$ cat src/rtl/display_scan_scheduler.sv
// ============================================================================
// Module      : display_scan_scheduler
// Description : Multiplexes digits of a common-segment 7-seg display, with
//               dead-time blanking between digits and loads applied per frame.
// Revision    : 1.0 - initial release
// ============================================================================
`default_nettype none

module display_scan_scheduler #(
    parameter int N_DIGITS     = 2,
    parameter int DWELL_CYCLES = 60000,
    parameter int BLANK_CYCLES = 120
) (
    input  logic                    clk,
    input  logic                    reset,
    input  logic                    enable,
    input  logic                    load_valid,
    output logic                    load_ready,
    input  logic [4*N_DIGITS-1:0]   load_data,
    output logic [6:0]              seg,
    output logic [N_DIGITS-1:0]     select,
    output logic [2:0]              digit_idx,
    output logic                    frame_start
);

    localparam int C_MAX_CYCLES = (DWELL_CYCLES > BLANK_CYCLES) ? DWELL_CYCLES : BLANK_CYCLES;
    localparam int C_CNT_W      = $clog2(C_MAX_CYCLES + 1);
    localparam int C_DATA_W     = 4 * N_DIGITS;

    localparam logic [C_CNT_W-1:0] C_BLANK_LOAD = C_CNT_W'(BLANK_CYCLES - 1);
    localparam logic [C_CNT_W-1:0] C_DWELL_LOAD = C_CNT_W'(DWELL_CYCLES - 1);
    localparam logic [2:0]         C_LAST_IDX   = 3'(N_DIGITS - 1);
    localparam logic [6:0]         C_SEG_OFF    = 7'h7F;

    localparam logic [1:0] S_IDLE  = 2'd0;
    localparam logic [1:0] S_BLANK = 2'd1;
    localparam logic [1:0] S_ON    = 2'd2;

    logic [1:0]          state_q,       state_d;
    logic [C_CNT_W-1:0]  cnt_q,         cnt_d;
    logic [2:0]          idx_q,         idx_d;
    logic [C_DATA_W-1:0] shadow_q,      shadow_d;
    logic [C_DATA_W-1:0] pending_q,     pending_d;
    logic                pending_full_q, pending_full_d;
    logic                load_ready_q,  load_ready_d;
    logic [6:0]          seg_q,         seg_d;
    logic [N_DIGITS-1:0] select_q,      select_d;
    logic                frame_start_q, frame_start_d;

    logic                w_wrap;
    logic                w_take;
    logic                w_commit;
    logic [3:0]          w_nibble;

    function automatic logic [6:0] hex_to_seg(input logic [3:0] nib);
        logic [6:0] s;
        case (nib)
            4'h0:    s = 7'b1000000;
            4'h1:    s = 7'b1111001;
            4'h2:    s = 7'b0100100;
            4'h3:    s = 7'b0110000;
            4'h4:    s = 7'b0011001;
            4'h5:    s = 7'b0010010;
            4'h6:    s = 7'b0000010;
            4'h7:    s = 7'b1111000;
            4'h8:    s = 7'b0000000;
            4'h9:    s = 7'b0010000;
            4'hA:    s = 7'b0001000;
            4'hB:    s = 7'b0000011;
            4'hC:    s = 7'b1000110;
            4'hD:    s = 7'b0100001;
            4'hE:    s = 7'b0000110;
            default: s = 7'b0001110;
        endcase
        return s;
    endfunction

    // ------------------------------------------------------------------
    // State / datapath register
    // ------------------------------------------------------------------
    always_ff @(posedge clk) begin
        if (reset) begin
            state_q        <= S_IDLE;
            cnt_q          <= '0;
            idx_q          <= 3'd0;
            shadow_q       <= '0;
            pending_q      <= '0;
            pending_full_q <= 1'b0;
            load_ready_q   <= 1'b1;
            seg_q          <= C_SEG_OFF;
            select_q       <= '1;
            frame_start_q  <= 1'b0;
        end else begin
            state_q        <= state_d;
            cnt_q          <= cnt_d;
            idx_q          <= idx_d;
            shadow_q       <= shadow_d;
            pending_q      <= pending_d;
            pending_full_q <= pending_full_d;
            load_ready_q   <= load_ready_d;
            seg_q          <= seg_d;
            select_q       <= select_d;
            frame_start_q  <= frame_start_d;
        end
    end

    // ------------------------------------------------------------------
    // Next-state logic: slot sequencing and load handshake
    // ------------------------------------------------------------------
    assign w_wrap = (state_q == S_ON) && (cnt_q == '0) && enable && (idx_q == C_LAST_IDX);

    always_comb begin
        state_d       = state_q;
        cnt_d         = cnt_q;
        idx_d         = idx_q;
        frame_start_d = 1'b0;

        if (!enable) begin
            state_d = S_IDLE;
            cnt_d   = '0;
            idx_d   = 3'd0;
        end else begin
            case (state_q)
                S_IDLE: begin
                    state_d       = S_BLANK;
                    cnt_d         = C_BLANK_LOAD;
                    idx_d         = 3'd0;
                    frame_start_d = 1'b1;
                end
                S_BLANK: begin
                    if (cnt_q == '0) begin
                        state_d = S_ON;
                        cnt_d   = C_DWELL_LOAD;
                    end else begin
                        cnt_d = cnt_q - 1'b1;
                    end
                end
                S_ON: begin
                    if (cnt_q == '0) begin
                        state_d = S_BLANK;
                        cnt_d   = C_BLANK_LOAD;
                        if (idx_q == C_LAST_IDX) begin
                            idx_d         = 3'd0;
                            frame_start_d = 1'b1;
                        end else begin
                            idx_d = idx_q + 3'd1;
                        end
                    end else begin
                        cnt_d = cnt_q - 1'b1;
                    end
                end
                default: begin
                    state_d = S_IDLE;
                    cnt_d   = '0;
                    idx_d   = 3'd0;
                end
            endcase
        end
    end

    // Capture and commit are mutually exclusive: ready is low while pending is full.
    assign w_take   = load_valid && load_ready_q;
    assign w_commit = pending_full_q && ((state_q == S_IDLE) || w_wrap);

    always_comb begin
        pending_d      = pending_q;
        pending_full_d = pending_full_q;
        shadow_d       = shadow_q;
        if (w_take) begin
            pending_d      = load_data;
            pending_full_d = 1'b1;
        end else if (w_commit) begin
            shadow_d       = pending_q;
            pending_full_d = 1'b0;
        end
        load_ready_d = ~pending_full_d;
    end

    // ------------------------------------------------------------------
    // Output logic: registered pins follow the next state
    // ------------------------------------------------------------------
    always_comb begin
        w_nibble = 4'h0;
        for (int i = 0; i < N_DIGITS; i++) begin
            if (idx_d == 3'(i)) begin
                w_nibble = shadow_d[4*i +: 4];
            end
        end
    end

    always_comb begin
        seg_d    = C_SEG_OFF;
        select_d = '1;
        if (state_d == S_ON) begin
            seg_d = hex_to_seg(w_nibble);
            for (int i = 0; i < N_DIGITS; i++) begin
                select_d[i] = (idx_d != 3'(i));
            end
        end
    end

    assign seg         = seg_q;
    assign select      = select_q;
    assign digit_idx   = idx_q;
    assign frame_start = frame_start_q;
    assign load_ready  = load_ready_q;

endmodule

`default_nettype wire
$ cat config.mk
export PLATFORM = sky130hd
export DESIGN_NAME = display_scan_scheduler
export DESIGN_NICKNAME = d
export VERILOG_FILES = /design/src/rtl/display_scan_scheduler.sv
export SDC_FILE = /design/constraint.sdc
export NUM_CORES = 1
export LEC_CHECK = 0
export CAP_MARGIN = 20
export CORE_ASPECT_RATIO = 1.75
export CORE_MARGIN = 8
export CORE_UTILIZATION = 55
export DETAILED_ROUTE_END_ITERATION = 10
export PLACE_DENSITY_LB_ADDON = 0.05
export SKIP_CTS_REPAIR_TIMING = 1
export SLEW_MARGIN = 20
export SYNTH_ARGS = -nofsm -noshare
export SYNTH_HDL_FRONTEND = slang
export SYNTH_SLANG_ARGS = --single-unit
$ cat constraint.sdc
create_clock -name clk -period 4.18 [get_ports clk]
set_input_delay 0.418 -clock clk [delete_from_list [all_inputs] [get_ports clk]]
set_output_delay 0.418 -clock clk [all_outputs]
set_load 0.01 [all_outputs]
==> impl_results.md, run 1 <==
- RSZ-0062 raised after global routing: no
- CTS Buf Count: 5
- Worst R2R Start: state_q[0]
- I/O Buffers: 25
- Setup crit start kind: flop
- Arrival @ worst endpoint: 3.56 ns
- CP max stage delay: 0.42 ns
- HP Class: reg -> reg
- Minimum clock period: 3.366 ns
- Initial Utilization: 0.5693
- Area growth from synthesis to layout: 16.37%
- Pre-Repair DR Iteration Count: 4
- Crit path from: state_q[0]
- GRT Total Usage: 0.1655
- Fmax achieved: around 300 MHz
- Non-filler instance count after layout: about 360
- Ant diodes: 0
- Post-Syn Area: 2507 um2
- # Max-Cap Violations: 0
- Clk Latency, worst-skew pair: 0.32 ns
- GP Congestion: about 0.88
- Kind of critical path: reg -> reg
- Hold Vio Cnt, Final: 0
- Synth Flop Type: dfxtp_1
- CTS sink cnt: 49
- Worst Path Buf+Inv: 1
- Leakage: approximately 1.1 nW
- H-tree Lvls: 2
- Final nets: around 340
- Clock buffer depth: 2
- CP Capture Type: flop
- Remaining DRCs: 0
- Clock transition at path regs: 0.10 ns
- Endpoints failing setup: 0
- Antenna violations before repair: 0
- Crit-path max FO: 9
- Vias per Instance: 5.741
- Hold Path Origin: pending_q[2]
- Final setup TNS: 0 ns
- Asr flop ratio synth: 0
- Vert. Die Dim: 105.3 um
- Setup Skew: 0.006625 ns
- Fraction of layout cells with a size suffix above 1: 0.09615
- WHS: roughly 0.46 ns
- Post-synth EDFFs: 0
- Post-synthesis sequential area ratio: 0.3912
- WL/cell: roughly 15 um
- Detailed Route WL: 5.454 mm
- Final ANT Viol Nets: 0
- CP top delay family: compound AO/OA/AOI/OAI gates
- Most used cell, CP: ha_1
- Vias in the first global route: 2140
- Maximum vdd drop: 0.3351 mV
- Syn_nets: 307
- Outcome: finished clean
- Gate Count Post-Synth: 283
- Synth Register Bits: 49
- Mean post-synth cell area: 8.860 um2
- Largest net degree at the start of global routing: 24
- Yosys cell types: 58
- PwrDens: 333.7 nW/um2
- Placed Cells: 355
- Die width: 67.04 um
- Slew Limit Fails: 0
- Worst path slowest cell: o31ai_4
- Post-DP HPWL: 4.139 mm
- CTS tree: built
- Initial detailed-routing violation count: 102
- Fillers: 395
- Cell Chain, Critical Path: inv_1 > ha_1 > and4bb_1 > nand3_1 > o31ai_4 > mux2i_1 > mux2_2 > nand2b_1 > ha_1 > nor3_1 > a2111oi_1 > a31oi_1
- Vias: 2084
- Slew @ Worst Pin: just under 0.8 ns
- Core area: 4404 um2
- Die ar.: 7061 um2
- Tcrit/Tclk final: 0.8053
- First-pass GRT wire length: 9.487 mm
- Site Rows: 32
- Root Driver: clkbuf_8
- CP required: 4.38 ns
- Slew margin rel.: 0.4767
- Io pins: 26
- Yosys warns: 0
- Remaining Overflow, GRT: 0
## Yosys cell counts (2+ instances only)
library cell / count / area [um2]
dfxtp_1: 49 / 980.9
nand2_1: 31 / 116.4
nor2_1: 24 / 90.09
a21oi_1: 21 / 105.1
ha_1: 12 / 150.1
nand3_1: 12 / 60.06
o21ai_0: 12 / 60.06
a31oi_1: 10 / 62.56
inv_1: 10 / 37.54
nor3_1: 10 / 50.05
xnor2_1: 9 / 78.83
mux2i_1: 8 / 80.08
clkbuf_1: 5 / 18.77
buf_2: 4 / 20.02
o21ai_1: 4 / 20.02
nor2b_1: 3 / 18.77
o21a_1: 3 / 22.52
o22ai_1: 3 / 18.77
o31ai_1: 3 / 22.52
a211oi_1: 2 / 15.01
a21boi_0: 2 / 15.01
and2_1: 2 / 12.51
and3_1: 2 / 12.51
nand2b_1: 2 / 12.51
nand4b_1: 2 / 17.52
o211ai_1: 2 / 15.01
o21ba_2: 2 / 20.02
o221ai_1: 2 / 17.52
or3_1: 2 / 12.51
xor2_1: 2 / 17.52
## tightest hold or removal path, stage by stage, from the launching register on
cell	delay (ns)
dfxtp_1	0.32
nand2_1	0.05
a21oi_1	0.05
## where the power goes
group,total [W],switching [W],internal (W),leakage (nW)
Combinational,0.000169,0.0000990,0.0000698,0.650
Clock,0.000308,0.000181,0.000127,0.0511
Sequential,0.000497,0.0000134,0.000483,0.399
Total,0.000974,0.000294,0.000680,1.10
## per-stage QoR
| stage | total power, W | cell area (um2) | utilization | setup WS [ns] |
|---|---|---|---|---|
| floorplan | 0.0006276 | 2507 | - | 1.203 |
| global placement | 0.0006744 | 2820 | 0.6403 | 0.7451 |
| detailed placement | 0.0006751 | 2820 | 0.6403 | 0.6604 |
| CTS | 0.0009836 | 2918 | 0.6625 | 0.8042 |
| global route | 0.001017 | 2918 | 0.6625 | 0.4941 |
| finish | 0.0009735 | 2918 | 0.6625 | 0.8138 |
## worst paths after layout
path / slack (ns) / cells past startpoint / end
worst min-delay path: 0.46 / 2 / pending_q[2]
worst min register to register: 0.46 / 2 / pending_q[2]
worst max-delay path: 0.81 / 12 / seg[3]
worst max register to register: 0.81 / 12 / seg[3]
## per-layer routing
metal | vias to the layer above | GRT usage | wire [um]
li1 | 1070 | - | -
met1 | 973 | 0.1731 | 2166
met2 | 28 | 0.2969 | 2989
met3 | 13 | 0.03181 | 151
met4 | 0 | 0.08120 | 147
met5 | - | 0 | 0
## area by class of cell
cell class	instances	area (um2)	area share
well taps	51	63.81	0.02187
repair buffers	30	287.8	0.09863
multi-input cells	215	1450	0.4970
flip-flops and latches	49	980.9	0.3362
inverters	10	37.54	0.01286
clock inverters	3	28.78	0.009863
clock buffers	5	68.82	0.02358
## cells in the final DEF, fill, tap and decap left out, types with 2 or more instances in the layout
cell type / count
dfxtp_1: 49
nand2_1: 31
clkdlybuf4s50_1: 25
nor2_1: 24
a21oi_1: 21
nand3_1: 12
o21ai_0: 12
ha_1: 12
inv_1: 10
nor3_1: 10
a31oi_1: 10
xnor2_1: 9
mux2i_1: 8
clkbuf_8: 5
buf_4: 5
o21ai_1: 4
nor2b_1: 3
o22ai_1: 3
o31ai_1: 3
o21a_1: 3
and3_1: 2
nand4b_1: 2
and2_1: 2
nand2b_1: 2
o21ba_2: 2
a21boi_0: 2
xor2_1: 2
or3_1: 2
o211ai_1: 2
o221ai_1: 2
a211oi_1: 2
inv_6: 2
## sequential cells by signal, indices dropped and copies added (netlist names)
register and flops:
pending_q 8, shadow_q 8, digit_idx 3, select 2, pending_full_q 1, cnt_q 16
frame_start 1, state_q 2, seg 7, load_ready 1
## kinds of logic (layout without fill, tap and decap cells)
logic type / after synthesis / in the layout / share of synthesized area
buf+inv: 19 / 48 / 0.03044
fa+ha+maj: 12 / 12 / 0.05988
simple gates: 102 / 102 / 0.2146
compound gates: 79 / 79 / 0.2141
flops: 49 / 49 / 0.3912
mux: 11 / 11 / 0.05140
xor+xnor: 11 / 11 / 0.03843
(Power assumes the default switching activity.)
==> run 2, diff against run 1 <==
CORE_UTILIZATION = 51   (was 55)
clock period = 3 ns   (was 4.18 ns; I/O delays follow)
==> run 2 against run 1 <==
Against the previous run:
- setup slack got worse by 0.78 ns
- utilization increased by 3.4 points
- sequential power up 39%
- critical endpoint is now seg[4]
- largest cell class unchanged
==> impl_results.md, run 2 (same netlist as run 1, synthesis figures left out) <==
- Outcome: finished clean
- CTS sink cnt: 49
- Area growth from synthesis to layout: 34.73%
- Biggest register: cnt_q
- CTS Buf Count: 5
- Initial Utilization: 0.5170
- Site Rows: 34
- Cell Chain, Critical Path: inv_2 > ha_4 > and4bb_2 > nand3_4 > o31ai_4 > mux2i_2 > mux2_4 > nand2b_4 > buf_6 > inv_1 > ha_1 > or3_1 > o211ai_1
- Vert. Die Dim: ~110 um
- CTS tree: built
- Max FFs per register: 16
- Die ar.: 7505 um2
- Design Power: 0.001477 W
- Fraction of layout cells with a size suffix above 1: 0.2443
- Fmax achieved: 337.4 MHz
- Clk pwr share: 0.336
- Most congested layer reported by global routing: met2
- Maximum vdd drop: about 0.50 mV
- Arrival @ worst endpoint: between 3 and 4 ns
- Vias: 2273
- Largest regs: cnt_q (16), pending_q (8), shadow_q (8)
- Worst R2R Start: state_q[0]
- I/O Buffers: 25
- Io pins: 26
- Reg power frac: 0.469
- Kind of critical path: reg -> reg
- PwrDens: 437.1 nW/um2
- Most frequent cells in the layout: dfxtp_1, buf_4, nand2_1
- Tcrit/Tclk final: 0.9878
- Setup crit start kind: flop
- Die width: 69.01 um
- Crit path from: state_q[0]
- Setup Skew: just under 0.007 ns
- Antenna violations before repair: 0
- Area of the multi-input gates: 1598 um2
- Slew Limit Fails: 0
- Fillers: 398
- Endpoints failing setup: 0
- Post-DP HPWL: just under 5 mm
- Root Driver: clkbuf_8
- Crit-path max FO: 4
- First-pass GRT wire length: 10.22 mm
- Minimum clock period: approximately 3.0 ns
- Final setup TNS: 0 ns
- GP Congestion: 0.8075
- Commonest non-fill, non-tap cell in the layout: dfxtp_1
- CP required: 3.23 ns
- Reg2reg path depth: 13
- WL/cell: 16.11 um
- Clock transition at path regs: 0.09 ns
- Ant diodes: 0
- Clk Latency, worst-skew pair: 0.30 ns
- Largest net degree at the start of global routing: 23
- CP Capture Type: flop
- Slew @ Worst Pin: 1.027 ns
- Leakage: between 1 and 1.5 nW
- Int Pwr: 0.001076 W
- Detailed Route WL: 6.476 mm
- Final nets: 371
- Core area: slightly below 5000 um2
- Vias per Instance: 5.654
- Remaining DRCs: 0
- CP max stage delay: just under 0.4 ns
- Critical path endpoint: seg[4]
- Hold Vio Cnt, Final: 0
- Util after Layout: 0.6966
- Final ANT Viol Nets: 0
- Slew margin rel.: 0.3081
- H-tree Lvls: 2
- Hold Path Depth: 2
- Met1 Use GR: 0.1420
- Grt met3 use: 0.02914
- Remaining Overflow, GRT: 0
- Setup slack, reg-to-reg: between 0.03 and 0.04 ns
- Initial detailed-routing violation count: approximately 170
- Reg area: 985.9 um2
- Sw Ratio: 0.2711
- Worst path slowest cell: o31ai_4
- Crit Reg-Reg Endpoint: seg[4]
- Logic gate share of total power: 0.195
- Net Switching: 0.0004003 W
- Vias in the first global route: 2296
- GRT Total Usage: 0.1619
- Clock buffer depth: 2
- # Max-Cap Violations: 0
- Global Route met2 Usage: 0.3302
- Pre-Repair DR Iteration Count: 4
- HP Class: reg -> reg
==> run 2: final cells by class <==
cell class / instances / share of cell area
multi-input cells: 215 / 0.4730
repair buffers: 66 / 0.1685
inverters: 10 / 0.01111
well taps: 54 / 0.02000
flip-flops and latches: 49 / 0.2919
clock inverters: 2 / 0.01111
clock buffers: 6 / 0.02444
==> run 2: power groups by stage <==
stage	clock, W	sequential, W	combinational (W)
after global routing	0.000523	0.000696	0.000315
after global placement	0	0.000706	0.000269
after detailed placement	0	0.000707	0.000271
final	0.000495	0.000692	0.000289
after CTS	0.000506	0.000691	0.000273
after floorplan	0	0.000704	0.000170
==> run 2: routing by layer <==
metal  share of wire  routed length, um  vias up
met1            0.37               2365     1054
met5               0                  0        -
met3           0.029                189       24
li1                -                  -     1146
met4           0.040                258        0
met2            0.57               3663       49
==> run 2: how the worst min path moves through the flow <==
stage,slack (ns),to,startpoint
6_report,0.46,pending_q[2],pending_q[2]
3_5_place_dp,0.45,pending_q[5],pending_q[5]
2_1_floorplan,0.39,state_q[0],reset
5_1_grt,0.49,pending_q[2],pending_q[2]
3_3_place_gp,0.45,pending_q[5],pending_q[5]
4_1_cts,0.47,pending_q[5],pending_q[5]
==> run 2: worst max-delay path, delay by kind of cell (launching register included) <==
family / cells / cell delay [ns]
mux: 2 / 0.51
compound gates: 2 / 0.50
buf+inv: 3 / 0.28
fa+ha+maj: 2 / 0.33
simple gates: 4 / 0.91
flops: 1 / 0.36
==> run 2: per-stage QoR <==
stage,hold slack (ns),cells,cell area (um2),worst slack (ns)
floorplan,0.3897,283,2507,0.02257
global placement,0.4521,390,3064,0.03939
detailed placement,0.4525,390,3064,-0.03022
CTS,0.4663,398,3184,0.02041
global route,0.4856,402,3378,-0.06238
finish,0.4572,402,3378,0.03649
==> run 3, diff against run 2 <==
CORE_UTILIZATION = 49   (was 51)
==> run 3 against run 2 <==
Against the previous run:
- fmax grew 3.9%
- wire length fell by 7.0%
- highest routed layer unchanged
- register-to-register slack improved by 0.11 ns
- non-clock buffer count fell by 6
- global-route usage down 0.78 points
- final cell count shrank 1.7%
- largest power group unchanged
- die area is 3.3% higher
- sequential cell count did not move
- sequential power barely moved
==> impl_results.md, run 3 (same netlist as run 1, synthesis figures left out) <==
- Largest regs: cnt_q (16), pending_q (8), shadow_q (8)
- Remaining Overflow, GRT: 0
- Site Rows: 34
- GP Congestion: between 0.8 and 0.9
- Io pins: 26
- Area growth from synthesis to layout: 26.95%
- Int Pwr: a little over 0.001 W
- Logic gate share of total power: 0.190
- Clk pwr share: 0.324
- Initial Utilization: 0.5081
- Outcome: finished clean
- Fmax achieved: around 350 MHz
- Slew @ Worst Pin: roughly 0.67 ns
- CTS Buf Count: 5
- Antenna violations before repair: 0
- Clock buffer depth: 2
- Die width: 70.08 um
- Initial detailed-routing violation count: 79
- GRT Total Usage: 0.1541
- PwrDens: between 400 and 500 nW/um2
- HP Class: reg -> reg
- Commonest non-fill, non-tap cell in the layout: dfxtp_1
- Largest net degree at the start of global routing: 23
- CP Capture Type: flop
- Non-filler instance count after layout: 395
- Net Switching: 0.0003842 W
- Clk Latency, worst-skew pair: 0.30 ns
- Reg power frac: 0.486
- Post-DP HPWL: 4.755 mm
- CP required: between 3 and 4 ns
- Minimum clock period: 2.853 ns
- First-pass GRT wire length: 10.11 mm
- Root Driver: clkbuf_8
- CTS sink cnt: 49
- H-tree Lvls: 2
- Setup crit start kind: flop
- Kind of critical path: reg -> reg
- Final nets: roughly 370
- # Max-Cap Violations: 0
- Setup Skew: 0.005902 ns
- Hold Vio Cnt, Final: 0
- Final setup TNS: 0 ns
- Final ANT Viol Nets: 0
- Vias per Instance: 5.557
- Fraction of layout cells with a size suffix above 1: 0.1935
- CTS tree: built
- Most frequent cells in the layout: dfxtp_1, buf_4, nand2_1
- Sw Ratio: 0.2702
- Vert. Die Dim: 110.6 um
- Tcrit/Tclk final: 0.9509
- WL/cell: 15.25 um
- Vias in the first global route: around 2300
- Maximum vdd drop: 0.4210 mV
- Vias: 2195
- I/O Buffers: 25
- Detailed Route WL: about 6.0 mm
- Arrival @ worst endpoint: slightly above 3 ns
- Clock transition at path regs: 0.09 ns
- Design Power: 0.001422 W
- Pre-CTS WS: -0.06956 ns
- Setup WS post-layout: 0.1473 ns
- Placed Cells: 385
- Remaining DRCs: 0
- Slew margin rel.: 0.5476
- Pre-Repair DR Iteration Count: 4
- Max FFs per register: 16
- Die ar.: 7752 um2
- Biggest register: cnt_q
- Ant diodes: 0
- Endpoints failing setup: 0
- Slew Limit Fails: 0
- Core area: approximately 5000 um2
- Crit-path max FO: 4
- Leakage: 1.244 nW
==> run 3: cell types whose count changed in the layout (fill, tap and decap cells not counted), sizes merged <==
| cell | before | now |
|---|---|---|
| clkbuf | 6 | 5 |
| buf | 41 | 35 |
| clkinv | 0 | 1 |
| clkinvlp | 1 | 0 |
==> run 3: power by group through the flow <==
stage / Sequential [W] / Combinational [W] / Clock [W]
floorplan: 0.000704 / 0.000170 / 0
global placement: 0.000706 / 0.000264 / 0
detailed placement: 0.000707 / 0.000266 / 0
CTS: 0.000692 / 0.000268 / 0.000472
global route: 0.000694 / 0.000299 / 0.000490
finish: 0.000691 / 0.000270 / 0.000461
==> run 3: cell type report <==
cell class	count	area, um2
flip-flops and latches	49	980.9
repair buffers	60	516.7
multi-input cells	215	1476
clock inverters	2	35.03
inverters	10	37.54
fillers	435	1752
well taps	54	67.56
clock buffers	5	68.82
==> run 3: per-layer routing <==
layer | part of all wire | up-vias | global-route usage
li1 | - | 1130 | -
met1 | 0.37 | 1024 | 0.1425
met2 | 0.58 | 33 | 0.3092
met3 | 0.030 | 8 | 0.02957
met4 | 0.020 | 0 | 0.05930
met5 | 0 | - | 0
==> run 3: worst paths after layout <==
check / start / end / slack (ns) / cells after the start
max reg2reg: state_q[0] / seg[0] / 0.15 / 13
min reg2reg: pending_q[1] / pending_q[1] / 0.47 / 2
min: pending_q[1] / pending_q[1] / 0.47 / 2
max: state_q[0] / seg[0] / 0.15 / 13
==> run 3: metrics by stage <==
step	hold slack, ns	cell area [um2]	utilization
floorplan	0.3897	2507	-
global placement	0.4549	3027	0.6133
detailed placement	0.4591	3027	0.6133
CTS	0.4772	3131	0.6344
global route	0.4943	3183	0.6450
finish	0.4720	3183	0.6450
==> run 3: critical path, stage by stage (launching register included) <==
cell	delay (ns)
dfxtp_1	0.32
inv_1	0.10
ha_2	0.19
and4bb_2	0.28
nand3_2	0.12
o31ai_4	0.33
mux2i_1	0.27
mux2_2	0.20
nand2b_1	0.13
buf_4	0.14
inv_1	0.07
ha_1	0.24
nor3b_1	0.26
o31ai_2	0.09
